==> config.mk <==
export PLATFORM = sky130hd
export DESIGN_NAME = lsu_mem_ctrl
export DESIGN_NICKNAME = d
export VERILOG_FILES = /design/src/rtl/lsu_mem_ctrl.sv
export SDC_FILE = /design/constraint.sdc
export NUM_CORES = 1
export LEC_CHECK = 0
export ABC_AREA = 1
export CORE_MARGIN = 2
export CORE_UTILIZATION = 53
export CTS_CLUSTER_SIZE = 40
export DETAILED_ROUTE_END_ITERATION = 10
export PLACE_DENSITY = 0.95
export SETUP_SLACK_MARGIN = 0.05
export SLEW_MARGIN = 25
export SYNTH_ARGS = -nofsm -noshare
export SYNTH_HDL_FRONTEND = slang
export SYNTH_SLANG_ARGS = --single-unit
==> constraint.sdc <==
create_clock -name clk -period 2.8 [get_ports clk]
set_input_delay 0.84 -clock clk [delete_from_list [all_inputs] [get_ports clk]]
set_output_delay 0.84 -clock clk [all_outputs]
set_load 0.01 [all_outputs]
==> src/rtl/lsu_mem_ctrl.sv <==
// Load/store unit for the MIPS data memory: byte/half/word accesses with sub-word RMW and load extension.
// Optional `LSU_RANGE_CHECK_EN flags byte addresses above the 16 KB window as errors.
module lsu_mem_ctrl #(
  parameter int ADDR_W = 12
) (
  input  logic              clk,
  input  logic              reset,
  input  logic              req_valid,
  output logic              req_ready,
  input  logic              req_write,
  input  logic [1:0]        req_size,
  input  logic              req_signed,
  input  logic [31:0]       req_addr,
  input  logic [31:0]       req_wdata,
  output logic              resp_valid,
  output logic [31:0]       resp_rdata,
  output logic              resp_err,
  output logic [ADDR_W-1:0] mem_addr,
  output logic [31:0]       mem_write_data,
  output logic              mem_write,
  output logic              mem_read,
  input  logic [31:0]       mem_read_data
);

  typedef enum logic [2:0] {
    S_IDLE   = 3'd0,
    S_ACCESS = 3'd1,
    S_WRITE  = 3'd2,
    S_RESP   = 3'd3,
    S_ERR    = 3'd4
  } state_t;

  state_t            r_state;
  logic              r_write;
  logic [1:0]        r_size;
  logic              r_signed;
  logic [1:0]        r_off;
  logic [31:0]       r_wdata;
  logic              r_resp_valid;
  logic              r_resp_err;
  logic [31:0]       r_resp_rdata;
  logic [ADDR_W-1:0] r_mem_addr;
  logic [31:0]       r_mem_wdata;

  logic w_accept;
  logic w_req_err;
  logic w_word_store;

  // Pull the addressed lane out of the memory word and extend it to 32 bits.
  function automatic logic [31:0] f_extract(input logic [31:0] word, input logic [1:0] size,
                                            input logic [1:0] off, input logic sgn);
    logic [7:0]  b;
    logic [15:0] h;
    logic [31:0] res;
    case (off)
      2'd0:    b = word[7:0];
      2'd1:    b = word[15:8];
      2'd2:    b = word[23:16];
      default: b = word[31:24];
    endcase
    h = off[1] ? word[31:16] : word[15:0];
    case (size)
      2'b00:   res = {{24{sgn & b[7]}}, b};
      2'b01:   res = {{16{sgn & h[15]}}, h};
      default: res = word;
    endcase
    return res;
  endfunction

  function automatic logic [31:0] f_merge(input logic [31:0] old, input logic [31:0] wd,
                                          input logic [1:0] size, input logic [1:0] off);
    logic [31:0] res;
    res = old;
    if (size == 2'b00) begin
      case (off)
        2'd0:    res[7:0]   = wd[7:0];
        2'd1:    res[15:8]  = wd[7:0];
        2'd2:    res[23:16] = wd[7:0];
        default: res[31:24] = wd[7:0];
      endcase
    end else if (size == 2'b01) begin
      if (off[1]) res[31:16] = wd[15:0];
      else        res[15:0]  = wd[15:0];
    end else begin
      res = wd;
    end
    return res;
  endfunction

`ifdef LSU_RANGE_CHECK_EN
  logic w_range_err;
  assign w_range_err = |req_addr[31:ADDR_W+2];
`else
  logic w_range_err;
  logic w_unused_addr;
  assign w_range_err   = 1'b0;
  assign w_unused_addr = ^req_addr[31:ADDR_W+2];
`endif

  assign w_req_err = (req_size == 2'b11) ||
                     (req_size == 2'b01 && req_addr[0]) ||
                     (req_size == 2'b10 && req_addr[1:0] != 2'b00) ||
                     w_range_err;

  assign req_ready    = !reset && (r_state == S_IDLE);
  assign w_accept     = req_valid && req_ready;
  assign w_word_store = r_write && (r_size == 2'b10);

  // Enables are gated by reset so an abort never commits a write.
  assign mem_read  = !reset && (r_state == S_ACCESS) && !w_word_store;
  assign mem_write = !reset && (((r_state == S_ACCESS) && w_word_store) || (r_state == S_WRITE));

  assign mem_addr       = r_mem_addr;
  assign mem_write_data = r_mem_wdata;
  assign resp_valid     = r_resp_valid;
  assign resp_err       = r_resp_err;
  assign resp_rdata     = r_resp_rdata;

  always_ff @(posedge clk) begin
    if (reset) begin
      r_state      <= S_IDLE;
      r_write      <= 1'b0;
      r_size       <= 2'b00;
      r_signed     <= 1'b0;
      r_off        <= 2'b00;
      r_wdata      <= '0;
      r_resp_valid <= 1'b0;
      r_resp_err   <= 1'b0;
      r_resp_rdata <= '0;
      r_mem_addr   <= '0;
      r_mem_wdata  <= '0;
    end else begin
      case (r_state)
        S_IDLE: begin
          if (w_accept) begin
            r_write      <= req_write;
            r_size       <= req_size;
            r_signed     <= req_signed;
            r_off        <= req_addr[1:0];
            r_wdata      <= req_wdata;
            r_resp_rdata <= '0;
            if (w_req_err) begin
              r_state      <= S_ERR;
              r_resp_valid <= 1'b1;
              r_resp_err   <= 1'b1;
            end else begin
              r_state    <= S_ACCESS;
              r_mem_addr <= req_addr[ADDR_W+1:2];
              if (req_write && req_size == 2'b10) r_mem_wdata <= req_wdata;
            end
          end
        end
        S_ACCESS: begin
          if (w_word_store) begin
            r_state      <= S_RESP;
            r_resp_valid <= 1'b1;
          end else if (r_write) begin
            r_mem_wdata <= f_merge(mem_read_data, r_wdata, r_size, r_off);
            r_state     <= S_WRITE;
          end else begin
            r_resp_rdata <= f_extract(mem_read_data, r_size, r_off, r_signed);
            r_state      <= S_RESP;
            r_resp_valid <= 1'b1;
          end
        end
        S_WRITE: begin
          r_state      <= S_RESP;
          r_resp_valid <= 1'b1;
        end
        S_RESP, S_ERR: begin
          r_state      <= S_IDLE;
          r_resp_valid <= 1'b0;
          r_resp_err   <= 1'b0;
        end
        default: r_state <= S_IDLE;
      endcase
    end
  end

endmodule
==> summary.txt, run 1 <==
Flow run
  – # Max-Cap Violations: 0

Power and ir drop
  – Peak supply drop: 0.580 mV
  – Power Density: 772 mW/mm^2
  – Leak: 4.09 nW

Cells and area
  – Leading cell types in the layout, fill and taps excluded: nand2_1 (330), clkdlybuf4s50_1 (162), nor2_1 (155)
  – # diodes: 0
  – Layout Nets: 1343
  – Share of layout cells above drive strength 1: 8.06%
  – Final Util: 72.2%
  – Fillers: 1026
  – Area Growth Syn to Fin: 33.2%
  – Most common cell after layout, fill and taps aside: nand2_1

Global route
  – Vias in the first global route: 7412
  – Initial antenna violation count: 0
  – Gr ovfl total: 0
  – Largest net degree at the start of global routing: 84
  – Global-route wire length before repair: 36.4 mm
  – Gr usage total: 32.7%

Yosys
  – Syn Nets: 1210
  – Synth Area in Simple Gates: 39.7%
  – Post-synthesis area per instance: 6.15 um^2
  – Synth Area in XOR/XNOR: 0%
  – Largest family of logic cells by synthesized area: simple AND/OR/NAND/NOR gates
  – YS warnings: 0
  – Seq/Total Area, Yosys: 35.0%
  – Number of synthesized register bits: 119
  – Mux contribution to synthesized area: 0%
  – Post-synthesis cell type count: 33
  – Compound-Gate Fraction of Synth Area: 13.9%
  – Mapped Area: 0.00681 mm^2
  – Post-synthesis instance total: 1107
  – Synth Area in Adders: 0%

Critical path
  – Critical path class: in -> out
  – Required @ worst endpoint: 1960 ps
  – R2r startpoint: r_off[1]
  – CP top delay family: buffers and inverters
  – R2R depth: 8
  – CP Buf/Inv Count: 2
  – Max FO, Critical Path: 4
  – Reg2reg end: mem_write_data[14]
  – Crit path launch type: input port
  – CP endpoint kind: output port
  – Critical Path Max Stage Delay: 480 ps
  – Critical path's slowest cell: clkdlybuf4s50_1
  – Crit path cell chain: clkdlybuf4s50_1 > nor3_1 > dlygate4sd2_1
  – Reg2reg setup slack: 740 ps
  – CP Data Arrival Time: 1810 ps

CTS
  – CTS Buffer Depth: 2
  – TritonCTS buffer count: 17
  – Hold_buf cts: 0
  – Root buffer cell: clkbuf_16
  – H-tree lvl count: 4
  – Resize count post-CTS: 3
  – Worst-Skew Late Latency: 430 ps
  – Clock sink count: 119
  – Setup Fix Bufs, Post-CTS: 0
  – CTS tree: built
  – Clock transition at path regs: 60 ps

Detailed routing
  – Detailed Routing Iterations Pass 1: 7
  – Iteration-0 DRC Markers: 933
  – Residual DRC count: 0
  – Routed WL: 22.8 mm
  – Post-route ant nets: 0
  – DR vias/cell: 5.47
  – Vias: 7800
  – Avg WL per Cell: 16.0 um

Run status
  – Status: complete, no violations

Floorplanning
  – Row Count: 41
  – Die width: 117 um
  – Die height: 117 um
  – Initial Util: 54.2%
  – Placeable core area: 0.0126 mm^2
  – DIE AREA: 0.0138 mm^2
  – IO Count: 184

Worst hold path
  – Hold path depth: 2
  – Hold crit path type: reg -> reg
  – Worst-case hold path end point: r_wdata[20]
  – Hold Path Origin: r_wdata[20]

Timing
  – Hold slack: 465 ps
  – Crit path time final: 2650 ps
  – RSZ-0062 raised after global routing: no
  – Skew final: 8.02 ps
  – Final worst slack: 148 ps
  – FMAX: 377 MHz
  – Tightest Pin Transition: 700 ps
  – Final worst path period share: 94.7%
  – Max Slew Vio Count: 0
  – Worst slew margin: 53.3%
  – Final Hold Viols: 0
  – Final setup vio count: 0

Placed design
  – Post-DP HPWL: 16.2 mm
  – Dpl ws: -116 ps
  – Routability cong.: 0.998
  – Port Buf Inserts: 165
-- worst register-to-register path, delay by kind of cell, from the launching register on --
| kind | cells | cell delay (ps) |
|---|---|---|
| buf+inv | 1 | 270 |
| flops | 1 | 400 |
| simple gates | 7 | 1290 |
-- metrics by stage --
| step | std cells | total power [mW] | area, um^2 | setup TNS (ps) |
|---|---|---|---|---|
| finish | 1425 | 7.00 | 9080 | 0 |
| global route | 1425 | 7.36 | 9080 | 0 |
| CTS | 1425 | 6.97 | 9080 | 0 |
| detailed placement | 1393 | 4.72 | 8470 | -225 |
| global placement | 1393 | 4.67 | 8470 | -162 |
| floorplan | 1107 | 3.85 | 6810 | 0 |
-- synth_stat cells, drive strengths merged --
master,instances,area [um^2]
a211oi,1,7.51
a21oi,91,455
buf,51,313
clkbuf,15,57.6
clkinv,2,7.51
dfxtp,119,2380
inv,106,400
nand2,332,1260
nand3,104,563
nand4,6,37.5
nor2,162,654
nor3,3,20.0
o211ai,15,113
o21ai,69,349
o21bai,2,15.0
o22ai,1,6.26
or2,28,175
-- cell type report --
class / instances / area, um^2 / area share [%]
multi-input cells: 814 / 3650 / 40.2
repair buffers: 180 / 1810 / 19.9
flip-flops and latches: 119 / 2380 / 26.2
clock buffers: 20 / 457 / 5.03
clock inverters: 12 / 151 / 1.67
inverters: 108 / 408 / 4.49
well taps: 172 / 215 / 2.37
-- sequential cells by signal (all words and copies together), names as in the netlist --
| register | count |
|---|---|
| mem_addr | 12 |
| r_size | 2 |
| resp_rdata | 32 |
| r_write | 1 |
| r_wdata | 32 |
| r_off | 2 |
| resp_valid | 1 |
| resp_err | 1 |
| r_signed | 1 |
| r_state | 3 |
| mem_write_data | 32 |
-- how the worst max path moves through the flow --
stage                     depth (start not counted)        from         to
after global placement                            3       reset   mem_read
after global routing                              4  r_state[0]  mem_write
after detailed placement                          3       reset   mem_read
final                                             3       reset   mem_read
after floorplan                                   3       reset  mem_write
after CTS                                         3       reset   mem_read
-- cells by family after synthesis --
group	after synthesis
and+or+nand+nor	635
AOI/OAI and AO/OA	179
buffers and inverters	174
DFF	119
-- metal layers --
layer	global-route usage, %	wire length (um)
met5	0	0
met3	7.64	2100
met2	56.3	11100
met4	14.5	792
met1	38.9	8740
-- power by group --
group	switching, mW	total, mW	internal [mW]
sequential	0.172	2.13	1.96
combinational	1.62	2.62	1.01
clock	0.807	2.25	1.44
(Power assumes the default switching activity.)
==> run 2, diff against run 1 <==
- CTS_CLUSTER_SIZE: 40 -> 8
- PLACE_DENSITY: 0.95 -> not set
- PLACE_DENSITY_LB_ADDON: not set -> 0.15
==> run 2 against run 1 <==
- non-clock buffer count rose by 5
- fmax grew 5.7%
- sequential share of layout area fell by 0.12 points
- sequential power about the same
- cell area rose by 0.44%
- critical path depth is 2 higher
- core utilization up 0.32 points
- clock skew shrank 1.6 ps
- critical path type is now reg -> out
- largest power group unchanged
==> summary.txt, run 2 (synthesized netlist as in run 1, its figures left out) <==
Run status
  – Status: complete, no violations

CTS
  – Setup Fix Bufs, Post-CTS: 0 (unchanged)
  – Root buffer cell: clkbuf_16
  – Worst-Skew Late Latency: 420 ps (about the same)
  – Resize count post-CTS: 3 (unchanged)
  – Clock transition at path regs: 50 ps (about the same)
  – Hold_buf cts: 0 (unchanged)
  – H-tree lvl count: 4 (unchanged)
  – TritonCTS buffer count: 17 (unchanged)
  – Clock sink count: 119 (unchanged)
  – CTS Buffer Depth: 2 (unchanged)
  – CTS tree: built

Detailed routing
  – Iteration-0 DRC Markers: 821 (-12%)
  – Post-route ant nets: 0 (unchanged)
  – Avg WL per Cell: 16.0 um (-0.11%)
  – Vias: 7623 (-2.3%)
  – Routed WL: 22.8 mm (+0.17%)
  – DR vias/cell: 5.33 (-2.5%)
  – Residual DRC count: 0 (unchanged)
  – Detailed Routing Iterations Pass 1: 5 (-2)

Placed design
  – Dpl ws: -210 ps (-93.8 ps)
  – Post-DP HPWL: 16.4 mm (+1.3%)
  – Routability cong.: 0.978 (-2.0%)
  – Port Buf Inserts: 165 (unchanged)
  – Area after DPL: 0.00851 mm^2 (+0.47%)

Cells and area
  – # diodes: 0 (unchanged)
  – Post-Layout Inst Area: 0.00912 mm^2 (+0.44%)
  – Sequential Area: 0.00238 mm^2 (unchanged)
  – Fillers: 1103 (+7.5%)
  – Final Util: 72.5% (+0.32 points)
  – Share of layout cells above drive strength 1: 8.35% (+0.29 points)
  – Leading cell types in the layout, fill and taps excluded: nand2_1 (329), clkdlybuf4s50_1 (161), nor2_1 (155)
  – Most common cell after layout, fill and taps aside: nand2_1
  – Area Growth Syn to Fin: 33.8%
  – Multi-input logic area: 0.00366 mm^2 (+0.24%)
  – Layout Nets: 1348 (+0.37%)

Floorplanning
  – Initial Util: 54.2% (unchanged)
  – IO Count: 184 (unchanged)
  – DIE AREA: 0.0138 mm^2 (unchanged)
  – Die height: 117 um (unchanged)
  – Die width: 117 um (unchanged)
  – Placeable core area: 0.0126 mm^2 (unchanged)
  – Row Count: 41 (unchanged)

Timing
  – Hold slack: 459 ps (-5.99 ps)
  – RSZ-0062 raised after global routing: no
  – Final worst path period share: 89.6% (-5.1 points)
  – Tightest Pin Transition: 858 ps (+157 ps)
  – Max Slew Vio Count: 0 (unchanged)
  – Worst slew margin: 42.6% (-11 points)
  – Final Hold Viols: 0 (unchanged)
  – Final worst slack: 291 ps (+143 ps)
  – Final setup vio count: 0 (unchanged)
  – Skew final: 6.39 ps (-1.63 ps)
  – Crit path time final: 2510 ps (-143 ps)
  – Sum Neg Setup Slack: 0 ps (unchanged)
  – FMAX: 399 MHz (+5.7%)

Critical path
  – Critical path's slowest cell: dfxtp_1
  – Max FO, Critical Path: 15 (+11)
  – Crit path launch type: flip-flop
  – CP Buf/Inv Count: 2 (unchanged)
  – CP endpoint kind: output port
  – CP top delay family: buffers and inverters
  – Required @ worst endpoint: 1960 ps (about the same)
  – Crit path cell chain: inv_4 > nor3_4 > nand2_1 > a21oi_1 > dlygate4sd2_1
  – Critical path class: reg -> out
  – CP Data Arrival Time: 1670 ps (-140 ps)
  – Critical Path Max Stage Delay: 370 ps (-110 ps)

Global route
  – Gr usage total: 32.9% (+0.21 points)
  – Global-route wire length before repair: 36.3 mm (-0.13%)
  – Vias in the first global route: 6931 (-6.5%)
  – Gr ovfl total: 0 (unchanged)
  – Initial antenna violation count: 0 (unchanged)
  – Largest net degree at the start of global routing: 57 (-32%)

Power and ir drop
  – Peak supply drop: 0.585 mV (+0.82%)
  – Power Density: 771 mW/mm^2 (-0.13%)
  – Leak: 4.13 nW (+0.91%)

Worst hold path
  – Hold crit path type: reg -> reg

Flow run
  – # Max-Cap Violations: 0 (unchanged)
[run 2: cell count changes in the layout (fill, tap and decap cells not counted), sizes merged]
cell,change
clkinv,-4
clkinvlp,+1
clkdlybuf4s50,-1
buf,+5
dlygate4sd2,-1
dlymetal6s2s,+2
inv,+2
[run 2: metrics by stage]
stage	instances	total power, mW
floorplan	1107	3.85
global placement	1398	4.74
detailed placement	1398	4.77
CTS	1429	7.01
global route	1429	7.40
finish	1429	7.03
[run 2: area by class of cell]
class / count / area share [%]
Clock buffer: 20 / 4.90
Tap cell: 172 / 2.36
Inverter: 108 / 4.47
Clock inverter: 11 / 1.63
Multi-Input combinational cell: 814 / 40.2
Timing Repair Buffer: 185 / 20.3
Sequential cell: 119 / 26.1
[run 2: worst reg2reg max path, cell delays in order (launching register included)]
cell     delay, ps
dfxtp_1        670
inv_2          270
nor2_1         520
nor2_1          80
nor2_1         250
nor2_1         100
nor2_1         160
nor2_1          70
nor2_1         100
[run 2: metal layers]
| layer | up-vias | wire, um | track usage [%] |
|---|---|---|---|
| li1 | 3771 | - | - |
| met1 | 3444 | 9750 | 43.7 |
| met2 | 349 | 10600 | 53.5 |
| met3 | 59 | 1800 | 6.23 |
| met4 | 0 | 650 | 12.1 |
| met5 | - | 0 | 0 |
[run 2: worst paths after layout]
| kind | slack [ps] | depth (start not counted) | endpoint | startpoint |
|---|---|---|---|---|
| worst min register to register | 460 | 2 | resp_rdata[3] | resp_rdata[3] |
| worst max register to register | 520 | 8 | mem_write_data[20] | r_off[1] |
| worst max-delay path | 290 | 5 | mem_write | r_size[1] |
| worst min-delay path | 460 | 2 | resp_rdata[3] | resp_rdata[3] |
[run 2: where the power goes]
group / internal (mW) / switching, mW / leakage, nW / total [mW]
sequential: 1.96 / 0.171 / 0.969 / 2.13
clock: 1.42 / 0.806 / 0.283 / 2.23
combinational: 1.02 / 1.65 / 2.88 / 2.67
total: 4.40 / 2.63 / 4.13 / 7.03
